<file path="config.mk">
export PLATFORM = sky130hd
export DESIGN_NAME = biu_sequencer_flat
export DESIGN_NICKNAME = d
export VERILOG_FILES = /design/src/rtl/biu_sequencer_if.sv /design/src/rtl/biu_sequencer.sv /design/src/flat_wrapper.sv
export SDC_FILE = /design/constraint.sdc
export NUM_CORES = 1
export LEC_CHECK = 0
export BUFFER_PORTS_ARGS = -buffer_cell sky130_fd_sc_hd__buf_2
export CORE_MARGIN = 2
export CORE_UTILIZATION = 52
export DETAILED_ROUTE_END_ITERATION = 10
export MAX_ROUTING_LAYER = met4
export PLACE_DENSITY = 0.84
export SLEW_MARGIN = 5
export SYNTH_ARGS = -nofsm -noshare
export SYNTH_HDL_FRONTEND = slang
export SYNTH_SLANG_ARGS = --single-unit
</file>
<file path="constraint.sdc">
create_clock -name clk -period 3.3 [get_ports clk]
set_input_delay 0.66 -clock clk [delete_from_list [all_inputs] [get_ports clk]]
set_output_delay 0.66 -clock clk [all_outputs]
set_load 0.01 [all_outputs]
</file>
<file path="src/rtl/biu_sequencer_if.sv">
// ---------------------------------------------------------------------------
// biu_sequencer_if
// Signal bundle for the Pine16 bus interface sequencer.
//   Requester side : req0/req1, rw0/rw1, adr0/adr1, dtw0/dtw1 (into sequencer)
//                    ack0/ack1, dtr0/dtr1, bus_err          (out of sequencer)
//   External bus   : bus_adr, bus_ale, bus_rd_n, bus_wr_n,
//                    bus_dout, bus_oe                        (out of sequencer)
//                    bus_din, bus_ready                      (into sequencer)
// modport slave  : the sequencer itself
// modport master : the environment (requesters plus bus slave)
// ---------------------------------------------------------------------------
interface biu_sequencer_if;
   logic        req0;
   logic        req1;
   logic        rw0;
   logic        rw1;
   logic [19:0] adr0;
   logic [19:0] adr1;
   logic [15:0] dtw0;
   logic [15:0] dtw1;
   logic        ack0;
   logic        ack1;
   logic [15:0] dtr0;
   logic [15:0] dtr1;
   logic        bus_err;
   logic [19:0] bus_adr;
   logic        bus_ale;
   logic        bus_rd_n;
   logic        bus_wr_n;
   logic [15:0] bus_dout;
   logic        bus_oe;
   logic [15:0] bus_din;
   logic        bus_ready;

   modport slave (
      input  req0, req1, rw0, rw1, adr0, adr1, dtw0, dtw1, bus_din, bus_ready,
      output ack0, ack1, dtr0, dtr1, bus_err,
      output bus_adr, bus_ale, bus_rd_n, bus_wr_n, bus_dout, bus_oe
   );

   modport master (
      output req0, req1, rw0, rw1, adr0, adr1, dtw0, dtw1, bus_din, bus_ready,
      input  ack0, ack1, dtr0, dtr1, bus_err,
      input  bus_adr, bus_ale, bus_rd_n, bus_wr_n, bus_dout, bus_oe
   );
endinterface

</file>
<file path="src/rtl/biu_sequencer.sv">
// ---------------------------------------------------------------------------
// biu_sequencer
// Arbitrates the instruction queue (port 0) and execution engine (port 1)
// onto the single 20-bit address / 16-bit data external bus and runs each
// granted transfer as a T1..T4 cycle with ready-driven wait states and a
// wait timeout. Read data and a one-cycle ack go back to the granted port.
//
// Ports:
//   clk   : system clock, rising edge
//   rst_n : synchronous active-low reset
//   bif   : biu_sequencer_if.slave (requester handshakes and external bus)
//
// Parameters:
//   WAIT_MAX   : T3 cycles with bus_ready low before forced termination
//   FAIR_LIMIT : consecutive port-1 grants tolerated while port 0 waits
//
// Build option:
//   BIU_FAIR_EN : when defined, a streak counter forces a port-0 grant after
//                 FAIR_LIMIT port-1 grants made while req0 was high.
//                 Undefined gives strict port-1 priority.
//
// All outputs are registers; nothing combinational reaches an output.
// ---------------------------------------------------------------------------
module biu_sequencer #(
   parameter int WAIT_MAX   = 15,
   parameter int FAIR_LIMIT = 4
) (
   input logic              clk,
   input logic              rst_n,
   biu_sequencer_if.slave   bif
);

   localparam logic [2:0] IDLE = 3'd0;
   localparam logic [2:0] T1   = 3'd1;
   localparam logic [2:0] T2   = 3'd2;
   localparam logic [2:0] T3   = 3'd3;
   localparam logic [2:0] T4   = 3'd4;

   logic [2:0]  state;
   logic        gnt;
   logic        lrw;
   logic [15:0] ldtw;
   logic [7:0]  wcnt;

   logic        take;
   logic        pick1;
   logic        tmo;
   logic [15:0] rdata;

   assign take = bif.req0 | bif.req1;

   // Timeout fires on the WAIT_MAX-th low-ready T3 cycle, so the counter
   // compares against WAIT_MAX-1 (it holds the number of earlier waits).
   assign tmo   = !bif.bus_ready && (wcnt == 8'(WAIT_MAX - 1));
   assign rdata = bif.bus_ready ? bif.bus_din : 16'hFFFF;

`ifdef BIU_FAIR_EN
   logic [3:0] streak;
   logic       force0;

   assign force0 = bif.req0 && (streak == 4'(FAIR_LIMIT));
   assign pick1  = bif.req1 && !force0;

   // Streak of port-1 grants that starved a waiting port 0; any other
   // arbitration outcome restarts the streak.
   always_ff @(posedge clk) begin
      if (!rst_n) begin
         streak <= 4'd0;
      end else if (state == IDLE && take) begin
         if (pick1 && bif.req0) begin
            streak <= streak + 4'd1;
         end else begin
            streak <= 4'd0;
         end
      end
   end
`else
   logic [3:0] unused_fair;

   assign pick1       = bif.req1;
   assign unused_fair = 4'(FAIR_LIMIT);
`endif

   // Bus cycle sequencer. Outputs are loaded on the edge that enters the
   // state in which they must be visible, which keeps every output a flop.
   always_ff @(posedge clk) begin
      if (!rst_n) begin
         state        <= IDLE;
         gnt          <= 1'b0;
         lrw          <= 1'b0;
         ldtw         <= 16'h0000;
         wcnt         <= 8'd0;
         bif.ack0     <= 1'b0;
         bif.ack1     <= 1'b0;
         bif.dtr0     <= 16'h0000;
         bif.dtr1     <= 16'h0000;
         bif.bus_err  <= 1'b0;
         bif.bus_adr  <= 20'h00000;
         bif.bus_ale  <= 1'b0;
         bif.bus_rd_n <= 1'b1;
         bif.bus_wr_n <= 1'b1;
         bif.bus_dout <= 16'h0000;
         bif.bus_oe   <= 1'b0;
      end else begin
         bif.ack0    <= 1'b0;
         bif.ack1    <= 1'b0;
         bif.bus_err <= 1'b0;
         case (state)
            IDLE: begin
               if (take) begin
                  gnt         <= pick1;
                  lrw         <= pick1 ? bif.rw1  : bif.rw0;
                  ldtw        <= pick1 ? bif.dtw1 : bif.dtw0;
                  bif.bus_adr <= pick1 ? bif.adr1 : bif.adr0;
                  bif.bus_ale <= 1'b1;
                  state       <= T1;
               end
            end
            T1: begin
               bif.bus_ale <= 1'b0;
               if (lrw) begin
                  bif.bus_rd_n <= 1'b0;
               end else begin
                  bif.bus_wr_n <= 1'b0;
                  bif.bus_oe   <= 1'b1;
                  bif.bus_dout <= ldtw;
               end
               state <= T2;
            end
            T2: begin
               state <= T3;
            end
            T3: begin
               if (bif.bus_ready || tmo) begin
                  bif.bus_rd_n <= 1'b1;
                  bif.bus_wr_n <= 1'b1;
                  bif.bus_oe   <= 1'b0;
                  bif.bus_err  <= tmo;
                  if (gnt) begin
                     bif.ack1 <= 1'b1;
                     if (lrw) bif.dtr1 <= rdata;
                  end else begin
                     bif.ack0 <= 1'b1;
                     if (lrw) bif.dtr0 <= rdata;
                  end
                  state <= T4;
               end else begin
                  wcnt <= wcnt + 8'd1;
               end
            end
            T4: begin
               wcnt  <= 8'd0;
               state <= IDLE;
            end
            default: begin
               state <= IDLE;
            end
         endcase
      end
   end

endmodule

</file>
<file path="src/flat_wrapper.sv">
// flat-port wrapper written by rule: the top's interface ports become plain ports
module biu_sequencer_flat 
#(
   parameter int WAIT_MAX   = 15,
   parameter int FAIR_LIMIT = 4
)
  (clk, rst_n, bif_req0, bif_req1, bif_rw0, bif_rw1, bif_adr0, bif_adr1, bif_dtw0, bif_dtw1, bif_bus_din, bif_bus_ready, bif_ack0, bif_ack1, bif_dtr0, bif_dtr1, bif_bus_err, bif_bus_adr, bif_bus_ale, bif_bus_rd_n, bif_bus_wr_n, bif_bus_dout, bif_bus_oe);
  biu_sequencer_if bif_i ();
  input logic clk;
  input logic rst_n;
  input wire logic [$bits(bif_i.req0)-1:0] bif_req0;
  input wire logic [$bits(bif_i.req1)-1:0] bif_req1;
  input wire logic [$bits(bif_i.rw0)-1:0] bif_rw0;
  input wire logic [$bits(bif_i.rw1)-1:0] bif_rw1;
  input wire logic [$bits(bif_i.adr0)-1:0] bif_adr0;
  input wire logic [$bits(bif_i.adr1)-1:0] bif_adr1;
  input wire logic [$bits(bif_i.dtw0)-1:0] bif_dtw0;
  input wire logic [$bits(bif_i.dtw1)-1:0] bif_dtw1;
  input wire logic [$bits(bif_i.bus_din)-1:0] bif_bus_din;
  input wire logic [$bits(bif_i.bus_ready)-1:0] bif_bus_ready;
  output wire logic [$bits(bif_i.ack0)-1:0] bif_ack0;
  output wire logic [$bits(bif_i.ack1)-1:0] bif_ack1;
  output wire logic [$bits(bif_i.dtr0)-1:0] bif_dtr0;
  output wire logic [$bits(bif_i.dtr1)-1:0] bif_dtr1;
  output wire logic [$bits(bif_i.bus_err)-1:0] bif_bus_err;
  output wire logic [$bits(bif_i.bus_adr)-1:0] bif_bus_adr;
  output wire logic [$bits(bif_i.bus_ale)-1:0] bif_bus_ale;
  output wire logic [$bits(bif_i.bus_rd_n)-1:0] bif_bus_rd_n;
  output wire logic [$bits(bif_i.bus_wr_n)-1:0] bif_bus_wr_n;
  output wire logic [$bits(bif_i.bus_dout)-1:0] bif_bus_dout;
  output wire logic [$bits(bif_i.bus_oe)-1:0] bif_bus_oe;
  assign bif_i.req0 = bif_req0;
  assign bif_i.req1 = bif_req1;
  assign bif_i.rw0 = bif_rw0;
  assign bif_i.rw1 = bif_rw1;
  assign bif_i.adr0 = bif_adr0;
  assign bif_i.adr1 = bif_adr1;
  assign bif_i.dtw0 = bif_dtw0;
  assign bif_i.dtw1 = bif_dtw1;
  assign bif_i.bus_din = bif_bus_din;
  assign bif_i.bus_ready = bif_bus_ready;
  assign bif_ack0 = bif_i.ack0;
  assign bif_ack1 = bif_i.ack1;
  assign bif_dtr0 = bif_i.dtr0;
  assign bif_dtr1 = bif_i.dtr1;
  assign bif_bus_err = bif_i.bus_err;
  assign bif_bus_adr = bif_i.bus_adr;
  assign bif_bus_ale = bif_i.bus_ale;
  assign bif_bus_rd_n = bif_i.bus_rd_n;
  assign bif_bus_wr_n = bif_i.bus_wr_n;
  assign bif_bus_dout = bif_i.bus_dout;
  assign bif_bus_oe = bif_i.bus_oe;
  biu_sequencer #(.WAIT_MAX(WAIT_MAX), .FAIR_LIMIT(FAIR_LIMIT)) u_core (.clk(clk), .rst_n(rst_n), .bif(bif_i));
endmodule
</file>
Word level (Yosys, flattened, before mapping)
Cells that the tools add are included.
- $add $sub $neg: 1
- $mul: 0
- div/mod/pow operators: 0
- $lt $le $gt $ge: 0
- eq/ne operators: 10
- shifts and indexed selects: 0
- multiplexer cells: 21
- bitwise gates (word level): 3
- reduce and logical (&&, ||, !) cells: 17
- operators with widths (cell ; count):
    two-way mux 16 bit ; 2
    two-way mux 20 bit ; 1
    case mux 8 bit (2 select lines) ; 1
    case mux 3 bit (4 select lines) ; 1
    AND reduction 2 bit ; 5
    two-way mux 1 bit ; 9
    AND reduction 3 bit ; 3
    adder 8 x 1 -> 8 bit (second input constant) ; 1
    equality test 8 x 4 -> 1 bit (second input constant) ; 1
    two-way mux 8 bit ; 1
    case mux 1 bit (2 select lines) ; 4
    AND reduction 4 bit ; 2
    equality test 3 x 2 -> 1 bit (second input constant) ; 2
    two-way mux 3 bit ; 2
    inequality test 2 x 1 -> 1 bit (second input constant) ; 3
    nonzero test 2 bit ; 3
    inequality test 2 bit (second input constant) ; 2
    equality test 3 x 1 -> 1 bit (second input constant) ; 1
    equality test 3 bit (second input constant) ; 1
    zero test 3 bit ; 1
    NOT 1 bit ; 2
    logical AND 1 bit ; 1
    zero test 1 bit ; 1
    logical OR 1 bit ; 1
    bitwise OR 1 bit ; 1
- flip-flop bits (word level): 104
- bits in latches: 0
- RAM bits: 0
- memory bits (read-only): 0
- input port bits: 95
- memories: 0

Logic depth before layout (Yosys ltp)
Gate-level depths: netlist of the first run.
- depth after elaboration: 5
- gate-level depth with buffers: 8
- depth with buffers taken out: 6

Least setup slack after synthesis of the first run
OpenSTA, ideal clock, no wires.
- kind: input to register
- start: in bif_req1
- end: reg u_core.ldtw[6]
- arrival: 1700 ps
- required time: 3184 ps
- setup slack: 1484 ps
- cell stages on the path: 6
- path through: clkbuf_1 -> buf_2 -> buf_2 -> mux2i_1 -> nand2_1 -> o211a_1
- word-level cells in the longest chain between the ends: 2
- ends and longest elaborated chain (what ; line ; text):
    start, declared ; flat_wrapper.sv:12 ; input wire logic [$bits(bif_i.req1)-1:0] bif_req1;
    bitwise OR 1 bit ; biu_sequencer.sv:50 ; assign take = bif.req0 | bif.req1;
    AND reduction 2 bit (no source line) ; n/a ;
    end signal, assigned ; biu_sequencer.sv:113 ; ldtw <= pick1 ? bif.dtw1 : bif.dtw0;
    end, declared ; biu_sequencer.sv:42 ; logic [15:0] ldtw;
Several ways; a longest one is shown, not always the timed one.
A chain may end at the register's enable or synchronous reset.

Worst setup path in the final report of the first run
- start: reg u_core.state[1]
- end: reg u_core.bif.dtr0[14]
- word-level cells in the longest chain between the ends: 2
- ends and longest elaborated chain (what ; line ; text):
    start, declared ; biu_sequencer.sv:39 ; logic [2:0] state;
    start signal, assigned ; biu_sequencer.sv:88 ; state <= IDLE;
    start signal, assigned ; biu_sequencer.sv:116 ; state <= T1;
    start signal, assigned ; biu_sequencer.sv:128 ; state <= T2;
    equality test 3 x 2 -> 1 bit ; biu_sequencer.sv:108 ; case (state)
    AND reduction 4 bit (no source line) ; n/a ;
    end signal, assigned ; biu_sequencer.sv:144 ; if (lrw) bif.dtr0 <= rdata;
    end, declared ; biu_sequencer_if.sv:37 ; output ack0, ack1, dtr0, dtr1, bus_err,
Every way passes these cells.

==> results of run 1 <==
==> logic make-up after synthesis <==
| logic type | count (synthesis) |
|---|---|
| AND/OR/NAND/NOR | 187 |
| flip-flops | 104 |
| AO/OA/AOI/OAI | 103 |
| buffers and inverters | 38 |
| multiplexers | 38 |
| XOR/XNOR | 4 |
| adder cells (fa/ha/maj) | 2 |
==> cell usage after synthesis (3+ instances only) <==
| cell | count |
|---|---|
| nor2_1 | 41 |
| clkbuf_1 | 22 |
| or3_1 | 4 |
| a21boi_0 | 17 |
| mux2i_1 | 38 |
| dfxtp_1 | 104 |
| nand4b_1 | 3 |
| a21oi_1 | 35 |
| nand4_1 | 4 |
| nand2_1 | 110 |
| buf_2 | 8 |
| nor3_1 | 4 |
| o211a_1 | 37 |
| nand2b_1 | 3 |
| o21ai_0 | 4 |
==> per-stage QoR <==
| stage | area (um^2) | hold WS, ns | total power, mW | util |
|---|---|---|---|---|
| after floorplan | 4310 | 0.441 | 1.65 | - |
| after global placement | 5160 | 0.437 | 1.79 | 0.634 |
| after detailed placement | 5160 | 0.445 | 1.81 | 0.634 |
| after CTS | 5350 | 0.459 | 2.56 | 0.657 |
| after global routing | 5350 | 0.479 | 2.67 | 0.657 |
| final | 5350 | 0.457 | 2.54 | 0.657 |
==> path summary, 6_finish.rpt <==
kind                                       to  slack (ns)  depth (start not counted)
max reg2reg  u_core.bif.dtr0[14]$_SDFFE_PN0P_        1.24                          4
max          u_core.bif.dtr0[14]$_SDFFE_PN0P_        1.24                          4
min reg2reg   u_core.bif.dtr0[2]$_SDFFE_PN0P_        0.46                          2
min           u_core.bif.dtr0[2]$_SDFFE_PN0P_        0.46                          2
==> routing by layer <==
metal / part of all wire / GRT usage
met3: 0.059 / 0.0458
met4: 0.010 / 0.0725
met2: 0.49 / 0.400
met5: 0 / -
met1: 0.44 / 0.277
==> power groups by stage <==
stage	Sequential, mW	Clock, mW	Combinational, mW
3_3_place_gp	1.41	0	0.381
5_1_grt	1.40	0.838	0.430
4_1_cts	1.39	0.780	0.392
2_1_floorplan	1.43	0	0.219
6_report	1.39	0.767	0.388
3_5_place_dp	1.42	0	0.391
==> layout make-up <==
type | instances | area (um^2)
fill | 682 | 2790
multi-input combinational | 334 | 2050
sequential | 104 | 2080
tap | 105 | 131
inverter | 2 | 7.51
clock buffer | 11 | 131
timing repair buffer | 173 | 888
clock inverter | 5 | 56.3
==> state kept, by name (all words and copies together), names as in the netlist <==
signal               flops
u_core.bif.dtr0         16
u_core.bif.bus_rd_n      1
u_core.gnt               1
u_core.bif.ack0          1
u_core.state             3
u_core.lrw               1
u_core.bif.bus_oe        1
u_core.bif.bus_ale       1
u_core.bif.ack1          1
u_core.bif.bus_adr      20
u_core.bif.bus_dout     16
u_core.bif.bus_wr_n      1
u_core.wcnt              8
u_core.ldtw             16
u_core.bif.dtr1         16
u_core.bif.bus_err       1
==> critical path: stages, from the launching register on <==
cell	delay, ns
dfxtp_1	0.52
and3b_1	0.42
nand4b_1	0.63
nor2_1	0.31
a21oi_1	0.07
==> flow_summary.ini, run 1 <==
[sta]
setup_viol = 0
maxSlewHeadroom = 0.527
fmax_ghz = 0.486
drv_slew = 0
min_period_ns = 2.06
skew_ns = 0.00706
rsz0062_at_grt = no
setup_ws_ns = 1.24
finalHoldViolations = 0
fin_crit_sh = 0.623
tightest_slew_ns = 0.705
setup-tns-final_ns = 0

[drt]
drt_wl_total_um = 10200
dr.pass1.iters = 4
drt-initial-drc-count = 121
num_vias = 3864
drc_errors = 0
routed_via_density = 5.26
ant_nets = 0
wire_per_inst_um = 13.9

[floorplanning]
start_util = 0.530
rows = 33
die_height_um = 95.0
die_w_um = 95.0
boundaryPins = 170
core_um2 = 8130
dieArea_um2 = 9030

[synth]
yosys.area_share.simple = 0.193
synth.avg_cell_area_um2 = 9.05
synth_ff_type = dfxtp_1
yosys_register_bits = 104
synth_top_family_by_area = simple AND/OR/NAND/NOR gates
yosys-top-cells-area = dfxtp_1 (48%), nand2_1 (9.6%), mux2i_1 (8.8%), o211a_1 (8.6%), a21oi_1 (4.1%)
synthCells = 476
synth_xor_area_frac = 0.00813
yosysTopAreaCell = dfxtp_1
synth_area_um2 = 4310
synth_fa_ha_area_frac = 0.00581
synth_edf_count = 0
synth_top_area_share = 0.483
yosysUniqueCellTypes = 47
yosysSeqAreaShare = 0.483
synthMuxAreaShare = 0.0883
synth_warnings = 0
synth_nets = 573
synthArstFlopShare = 0
synth-compound-area-share = 0.181

[pwr]
pwr-share-comb = 0.152
sw_frac_of_total = 0.266
p_sw_mw = 0.676
p_clk_frac = 0.302
internal-power_mw = 1.87
ir_worst_vdd_uv = 223
power.density_cell_area_nw_per_um2 = 476
p_seq_frac = 0.546
power.leakage_nw = 2.84

[job]
maxCapViolCount = 0

[setup_path]
arrival_ns = 2.29
crit_fanout = 16
cp-start-kind = register
critPathKind = reg2reg
cp_data_required_time_ns = 3.54
worstReg2RegStart = u_core.state[1]$_SDFFE_PN0P_
crit_start = u_core.state[1]$_SDFFE_PN0P_
cp-end-kind = register

[clock_network]
clock_latency_ns = 0.35
post_cts_buffers = 0
cts_root_buffer = clkbuf_8
htree_levels = 3
postCtsHoldBufs = 0
cts_tree = built
cts_resized = 0
numCtsBuffers = 9
clock_path_buffers = 2
path_clk_slew_ns = 0.10
cts.sinks = 104

[min_path]
hold_path_class = reg2reg
min_from = u_core.bif.dtr0[2]$_SDFFE_PN0P_

[placed_design]
io_buffers = 169
dp.cells = 718
place_congestion = 0.808
hpwl_um = 7420
preCtsSetupSlack_ns = 1.17

[layout]
areaGrowthSynthToFinish_pct = 24.1
final_cells = 734
finalNetCount = 721
layout_common_cells = buf_2 (169), nand2_1 (110), dfxtp_1 (104)
diodes = 0
drive_above_1_share = 0.315
mostFrequentLayoutCell = buf_2

[grt]
grt_first_pass_wirelength_um = 16400
grt_max_degree = 69
overflow = 0
grt_pass1_vias = 3616
antenna_found_initial = 0
globalRouteTotalUtil = 0.233

[outcome]
status = finished, final reports clean
No activity file was read; power rests on OpenSTA's default activity.
==> run 2, diff against run 1 <==
--- a/config.mk
+++ b/config.mk
@@ -5,12 +5,13 @@
 export SDC_FILE = /design/constraint.sdc
 export NUM_CORES = 1
 export LEC_CHECK = 0
+export ABC_AREA = 1
 export BUFFER_PORTS_ARGS = -buffer_cell sky130_fd_sc_hd__buf_2
 export CORE_MARGIN = 2
-export CORE_UTILIZATION = 52
+export CORE_UTILIZATION = 50
 export DETAILED_ROUTE_END_ITERATION = 10
 export MAX_ROUTING_LAYER = met4
-export PLACE_DENSITY = 0.84
+export PLACE_DENSITY = 0.79
 export SLEW_MARGIN = 5
 export SYNTH_ARGS = -nofsm -noshare
 export SYNTH_HDL_FRONTEND = slang
==> constraint.sdc (replaced) <==
create_clock -name clk -period 2.1 [get_ports clk]
set_input_delay 0.42 -clock clk [delete_from_list [all_inputs] [get_ports clk]]
set_output_delay 0.42 -clock clk [all_outputs]
set_load 0.01 [all_outputs]
==> run 2 against run 1 <==
Compared with the run above: combinational power increased by 100%; maximum frequency increased by 22%; synthesized cell count grew 54%; critical path depth grew 5; global-route usage rose by 0.91 points; sequential cell count stayed put; critical path type unchanged.
==> flow_summary.ini, run 2 <==
[clock_network]
htree_levels = 3
postCtsHoldBufs = 0
post_cts_buffers = 0
clock_latency_ns = 0.37
numCtsBuffers = 9
cts_root_buffer = clkbuf_8
cts_resized = 0
clock_path_buffers = 2
cts.sinks = 104
path_clk_slew_ns = 0.10
cts_tree = built

[setup_path]
r2r_cells = 9
reg2reg_setup_slack_ns = 0.41
critPathKind = reg2reg
cpMaxStageDelayCell = dfxtp_1
cp-end-kind = register
critPathMaxStageDelay_ns = 0.41
crit_end = u_core.bif.dtr0[10]$_SDFFE_PN0P_
crit_fanout = 35
cp-start-kind = register
crit_start = u_core.wcnt[1]$_SDFFE_PN0P_
r2r_end = u_core.bif.dtr0[10]$_SDFFE_PN0P_
path_cells = ha_1 -> nand2_1 -> nor2_2 -> nand2_2 -> nand2_8 -> nand3_4 -> nand2_1 -> inv_1 -> nor2_1
cp_common_cell = nand2_1
cp_data_required_time_ns = 2.39
arrival_ns = 1.98
worstReg2RegStart = u_core.wcnt[1]$_SDFFE_PN0P_

[placed_design]
dp.cells = 1004
place_congestion = 0.861
io_buffers = 169
place_area_um2 = 5740
hpwl_um = 8520

[drt]
num_vias = 4889
wire_per_inst_um = 11.4
drt-initial-drc-count = 150
ant_nets = 0
dr.pass1.iters = 4
drt_wl_total_um = 11600
drc_errors = 0
routed_via_density = 4.79

[synth]
yosys-top-cells-area = dfxtp_1 (43%), nand2_1 (20%), nor2_1 (6.8%), inv_1 (6.8%), a21oi_1 (5.0%)
synthArstFlopShare = 0
synth_edf_count = 0
yosysUniqueCellTypes = 31
synth_top_area_share = 0.431
synth_ff_type = dfxtp_1
synth_nets = 832
synth_most_common_cell = nand2_1
yosysSeqAreaShare = 0.431
yosys_register_bits = 104
synth.avg_cell_area_um2 = 6.57
synth_area_um2 = 4830
synthCells = 735
synth_warnings = 0
ys_top_cells_by_count = nand2_1 (259), dfxtp_1 (104), nor2_1 (88)
yosysTopAreaCell = dfxtp_1

[pwr]
finalPower_mw = 4.19
power.leakage_nw = 3.11
ir_worst_vdd_uv = 391
power.density_cell_area_nw_per_um2 = 705

[sta]
tightest_slew_ns = 0.545
maxSlewHeadroom = 0.636
drv_slew = 0
rsz0062_at_grt = no
skew_ns = 0.0185
setup_viol = 0
fmax_ghz = 0.591
setup-tns-final_ns = 0
finalHoldViolations = 0
fin_crit_sh = 0.805
min_period_ns = 1.69

[layout]
regArea_um2 = 2080
diodes = 0
largest_reg_flops = 20
mostFrequentLayoutCell = nand2_1
finalNetCount = 983
areaGrowthSynthToFinish_pct = 23.0
multi_input_area_um2 = 2200
design_area_um2 = 5940
final_cells = 1020
final.fill_count = 883
top_register = u_core.bif.bus_adr
drive_above_1_share = 0.245
layout_common_cells = nand2_1 (259), buf_2 (169), dfxtp_1 (104)

[grt]
antenna_found_initial = 0
overflow = 0
grt_first_pass_wirelength_um = 19800
globalRouteTotalUtil = 0.242
grt_max_degree = 38
grt_pass1_vias = 4467

[floorplanning]
dieArea_um2 = 10500
die_height_um = 102
boundaryPins = 170
die_w_um = 102
start_util = 0.518
core_um2 = 9330
rows = 35

[outcome]
status = finished, final reports clean

[min_path]
hold_path_class = in2reg

[job]
maxCapViolCount = 0
[run 2: cell type report]
class	instances	share of cell area
Clock buffer	12	0.0278
Clock inverter	4	0.00568
Inverter	96	0.0606
Multi-Input combinational cell	494	0.371
Sequential cell	104	0.350
Tap cell	129	0.0272
Timing Repair Buffer	181	0.157
[run 2: power by group]
part	switching (mW)	total (mW)	internal [mW]
combinational	0.491	0.785	0.293
sequential	0.0749	2.19	2.11
clock	0.680	1.22	0.540
[run 2: worst min path at each step]
stage                                       startpoint                                   end  slack [ns]  depth (start not counted)
after floorplan           u_core.ldtw[10]$_SDFFE_PN0P_  u_core.bif.bus_dout[10]$_SDFFE_PN0P_        0.43                          2
after global placement    u_core.ldtw[12]$_SDFFE_PN0P_          u_core.ldtw[12]$_SDFFE_PN0P_        0.44                          2
after detailed placement  u_core.ldtw[10]$_SDFFE_PN0P_          u_core.ldtw[10]$_SDFFE_PN0P_        0.45                          2
after CTS                                        rst_n      u_core.bif.bus_rd_n$_SDFFE_PN1P_        0.36                          2
after global routing                       bif_dtw1[7]           u_core.ldtw[7]$_SDFFE_PN0P_        0.39                          5
final                                      bif_adr0[8]    u_core.bif.bus_adr[8]$_SDFFE_PN0P_        0.38                          5
[run 2: kinds of logic (layout without fill, tap and decap cells)]
logic type / Yosys count / count (layout) / share of synthesized area
buffers and inverters: 137 / 293 / 0.115
XOR/XNOR: 1 / 1 / 0.00181
adder cells (fa/ha/maj): 2 / 2 / 0.00518
AND/OR/NAND/NOR: 413 / 413 / 0.365
AO/OA/AOI/OAI: 78 / 78 / 0.0823
flip-flops: 104 / 104 / 0.431
[run 2: metal layers]
| layer | GRT usage | routed length (um) |
|---|---|---|
| met3 | 0.0575 | 730 |
| met1 | 0.287 | 5090 |
| met4 | 0.0892 | 216 |
| met5 | - | 0 |
| met2 | 0.400 | 5580 |
[run 2: worst max-delay path, delay by kind of cell (launching register included)]
kind / cells / cell delay (ns)
and+or+nand+nor: 7 / 0.97
adders and majority gates: 1 / 0.20
DFF: 1 / 0.41
buffers and inverters: 1 / 0.04
[run 2: per-stage QoR]
step           worst slack, ns   util  hold slack (ns)
6_report                 0.409  0.637            0.381
5_1_grt                  0.213  0.637            0.391
4_1_cts                  0.430  0.637            0.365
3_5_place_dp             0.473  0.616            0.446
3_3_place_gp             0.529  0.616            0.444
2_1_floorplan            0.716      -            0.430
==> run 3, diff against run 2 <==
==> constraint.sdc (replaced) <==
create_clock -name clk -period 1.6 [get_ports clk]
set_input_delay 0.32 -clock clk [delete_from_list [all_inputs] [get_ports clk]]
set_output_delay 0.32 -clock clk [all_outputs]
set_load 0.01 [all_outputs]
==> run 3 against run 2 <==
Compared with the run above: combinational power rose by 44%; sequential share of layout area fell by 1.6 points; sequential cell count stayed put; register-to-register slack got worse by 0.39 ns; largest power group unchanged.
==> flow_summary.ini, run 3 (synthesis results as in run 2) <==
[layout]
mostFrequentLayoutCell = nand2_1
diodes = 0
areaGrowthSynthToFinish_pct = 29.0
finalNetCount = 1005
largest_reg_flops = 20
final_cells = 1042
top_register = u_core.bif.bus_adr
drive_above_1_share = 0.268
design_area_um2 = 6230
layout_common_cells = nand2_1 (258), buf_2 (169), dfxtp_1 (103)

[clock_network]
cts_tree = built
cts.sinks = 104
htree_levels = 3
clock_path_buffers = 2
clock_latency_ns = 0.37
numCtsBuffers = 9
path_clk_slew_ns = 0.10
cts_root_buffer = clkbuf_8
postCtsHoldBufs = 0

[setup_path]
crit_fanout = 8
cp-end-kind = register
crit_start = u_core.wcnt[0]$_SDFFE_PN0P_
reg2reg_setup_slack_ns = 0.01
arrival_ns = 1.88
cp-start-kind = register
cp_data_required_time_ns = 1.89
worstReg2RegStart = u_core.wcnt[0]$_SDFFE_PN0P_
critPathKind = reg2reg

[min_path]
min_from = rst_n
hold_path_class = in2reg

[pwr]
p_sw_mw = 1.74
ir_worst_vdd_uv = 564
p_clk_frac = 0.301
p_seq_frac = 0.502
internal-power_mw = 3.98
sw_frac_of_total = 0.305
power.density_cell_area_nw_per_um2 = 918
power.leakage_nw = 3.23
pwr-share-comb = 0.197

[placed_design]
place_congestion = 0.881
hpwl_um = 8810
io_buffers = 169
dp.cells = 1017
place_area_um2 = 5880

[sta]
finalHoldViolations = 0
drv_slew = 0
fmax_ghz = 0.631
maxSlewHeadroom = 0.651
setup_viol = 0
fin_crit_sh = 0.991
finalHoldWorstSlack_ns = 0.223
tightest_slew_ns = 0.521
skew_ns = 0.0181
min_period_ns = 1.59

[floorplanning]
rows = 35
start_util = 0.518
dieArea_um2 = 10500
boundaryPins = 170
core_um2 = 9330
die_height_um = 102
die_w_um = 102

[grt]
grt_first_pass_wirelength_um = 19600
grt_max_degree = 35
antenna_found_initial = 0
globalRouteTotalUtil = 0.239
overflow = 0
grt_pass1_vias = 4491

[drt]
ant_nets = 0
drt-initial-drc-count = 173
drt_wl_total_um = 12400
routed_via_density = 4.85
wire_per_inst_um = 11.9
num_vias = 5051
drc_errors = 0
dr.pass1.iters = 5

[job]
maxCapViolCount = 0

[outcome]
status = finished, final reports clean
==> run 3: cell count changes in the layout (fill, tap and decap cells not counted), moves of 2 or more <==
cell      change
clkbuf_8      -3
nand3_4       +3
inv_8         +2
buf_12        +4
buf_4        +14
nand2_4       +2
==> run 3: what timing repair did <==
| action | CTS | global route |
|---|---|---|
| endpoints found under the setup margin | 0 | 36 |
| setup buffers | 0 | 6 |
| resized for setup | 0 | 13 |
==> run 3: cell type report <==
class | instances | area, um^2
Clock buffer | 9 | 124
Tap cell | 129 | 161
Inverter | 96 | 360
Timing Repair Buffer | 200 | 1130
Fill cell | 830 | 3100
Sequential cell | 104 | 2080
Multi-Input combinational cell | 497 | 2290
Clock inverter | 7 | 85.1
==> run 3: power by group through the flow <==
| stage | registers (mW) | logic, mW | clock network [mW] |
|---|---|---|---|
| floorplan | 2.97 | 0.597 | 0 |
| global placement | 2.92 | 1.08 | 0 |
| detailed placement | 2.92 | 1.10 | 0 |
| CTS | 2.87 | 1.10 | 1.75 |
| global route | 2.89 | 1.27 | 1.86 |
| finish | 2.87 | 1.13 | 1.72 |
==> run 3: stage by stage <==
stage / power, mW / worst slack (ns) / TNS, ns / utilization
after global placement: 4.01 / 0.158 / 0 / 0.630
after detailed placement: 4.02 / 0.0990 / 0 / 0.630
after floorplan: 3.57 / 0.216 / 0 / -
after global routing: 6.02 / -0.0543 / -0.220 / 0.668
after CTS: 5.72 / 0.0295 / 0 / 0.653
final: 5.72 / 0.0147 / 0 / 0.668
==> run 3: path summary, 6_finish.rpt <==
| kind | cells after the start | endpoint |
|---|---|---|
| worst min-delay path | 2 | u_core.bif.bus_wr_n$_SDFFE_PN1P_ |
| worst min register to register | 2 | u_core.bif.bus_dout[11]$_SDFFE_PN0P_ |
| worst max register to register | 11 | u_core.bif.dtr1[7]$_SDFFE_PN0P_ |
| worst max-delay path | 11 | u_core.bif.dtr1[7]$_SDFFE_PN0P_ |
==> run 3: routing by layer <==
layer / share of wire / up-vias / GRT usage / wire [um]
met1: 0.42 / 2215 / 0.281 / 5230
li1: - / 2615 / - / -
met5: 0 / - / - / 0
met3: 0.081 / 24 / 0.0698 / 1010
met2: 0.48 / 197 / 0.401 / 5900
met4: 0.022 / 0 / 0.0626 / 267
==> run 3: worst max-delay path, stage by stage, from the launching register on <==
cell and delay [ns]:
dfxtp_2 0.34, inv_2 0.08, ha_4 0.14, nand2_2 0.08
nor2_4 0.14, nand2_4 0.10, nand2_8 0.13, buf_6 0.14
nand3_4 0.12, nand2_1 0.10, inv_1 0.04, nor2_1 0.12
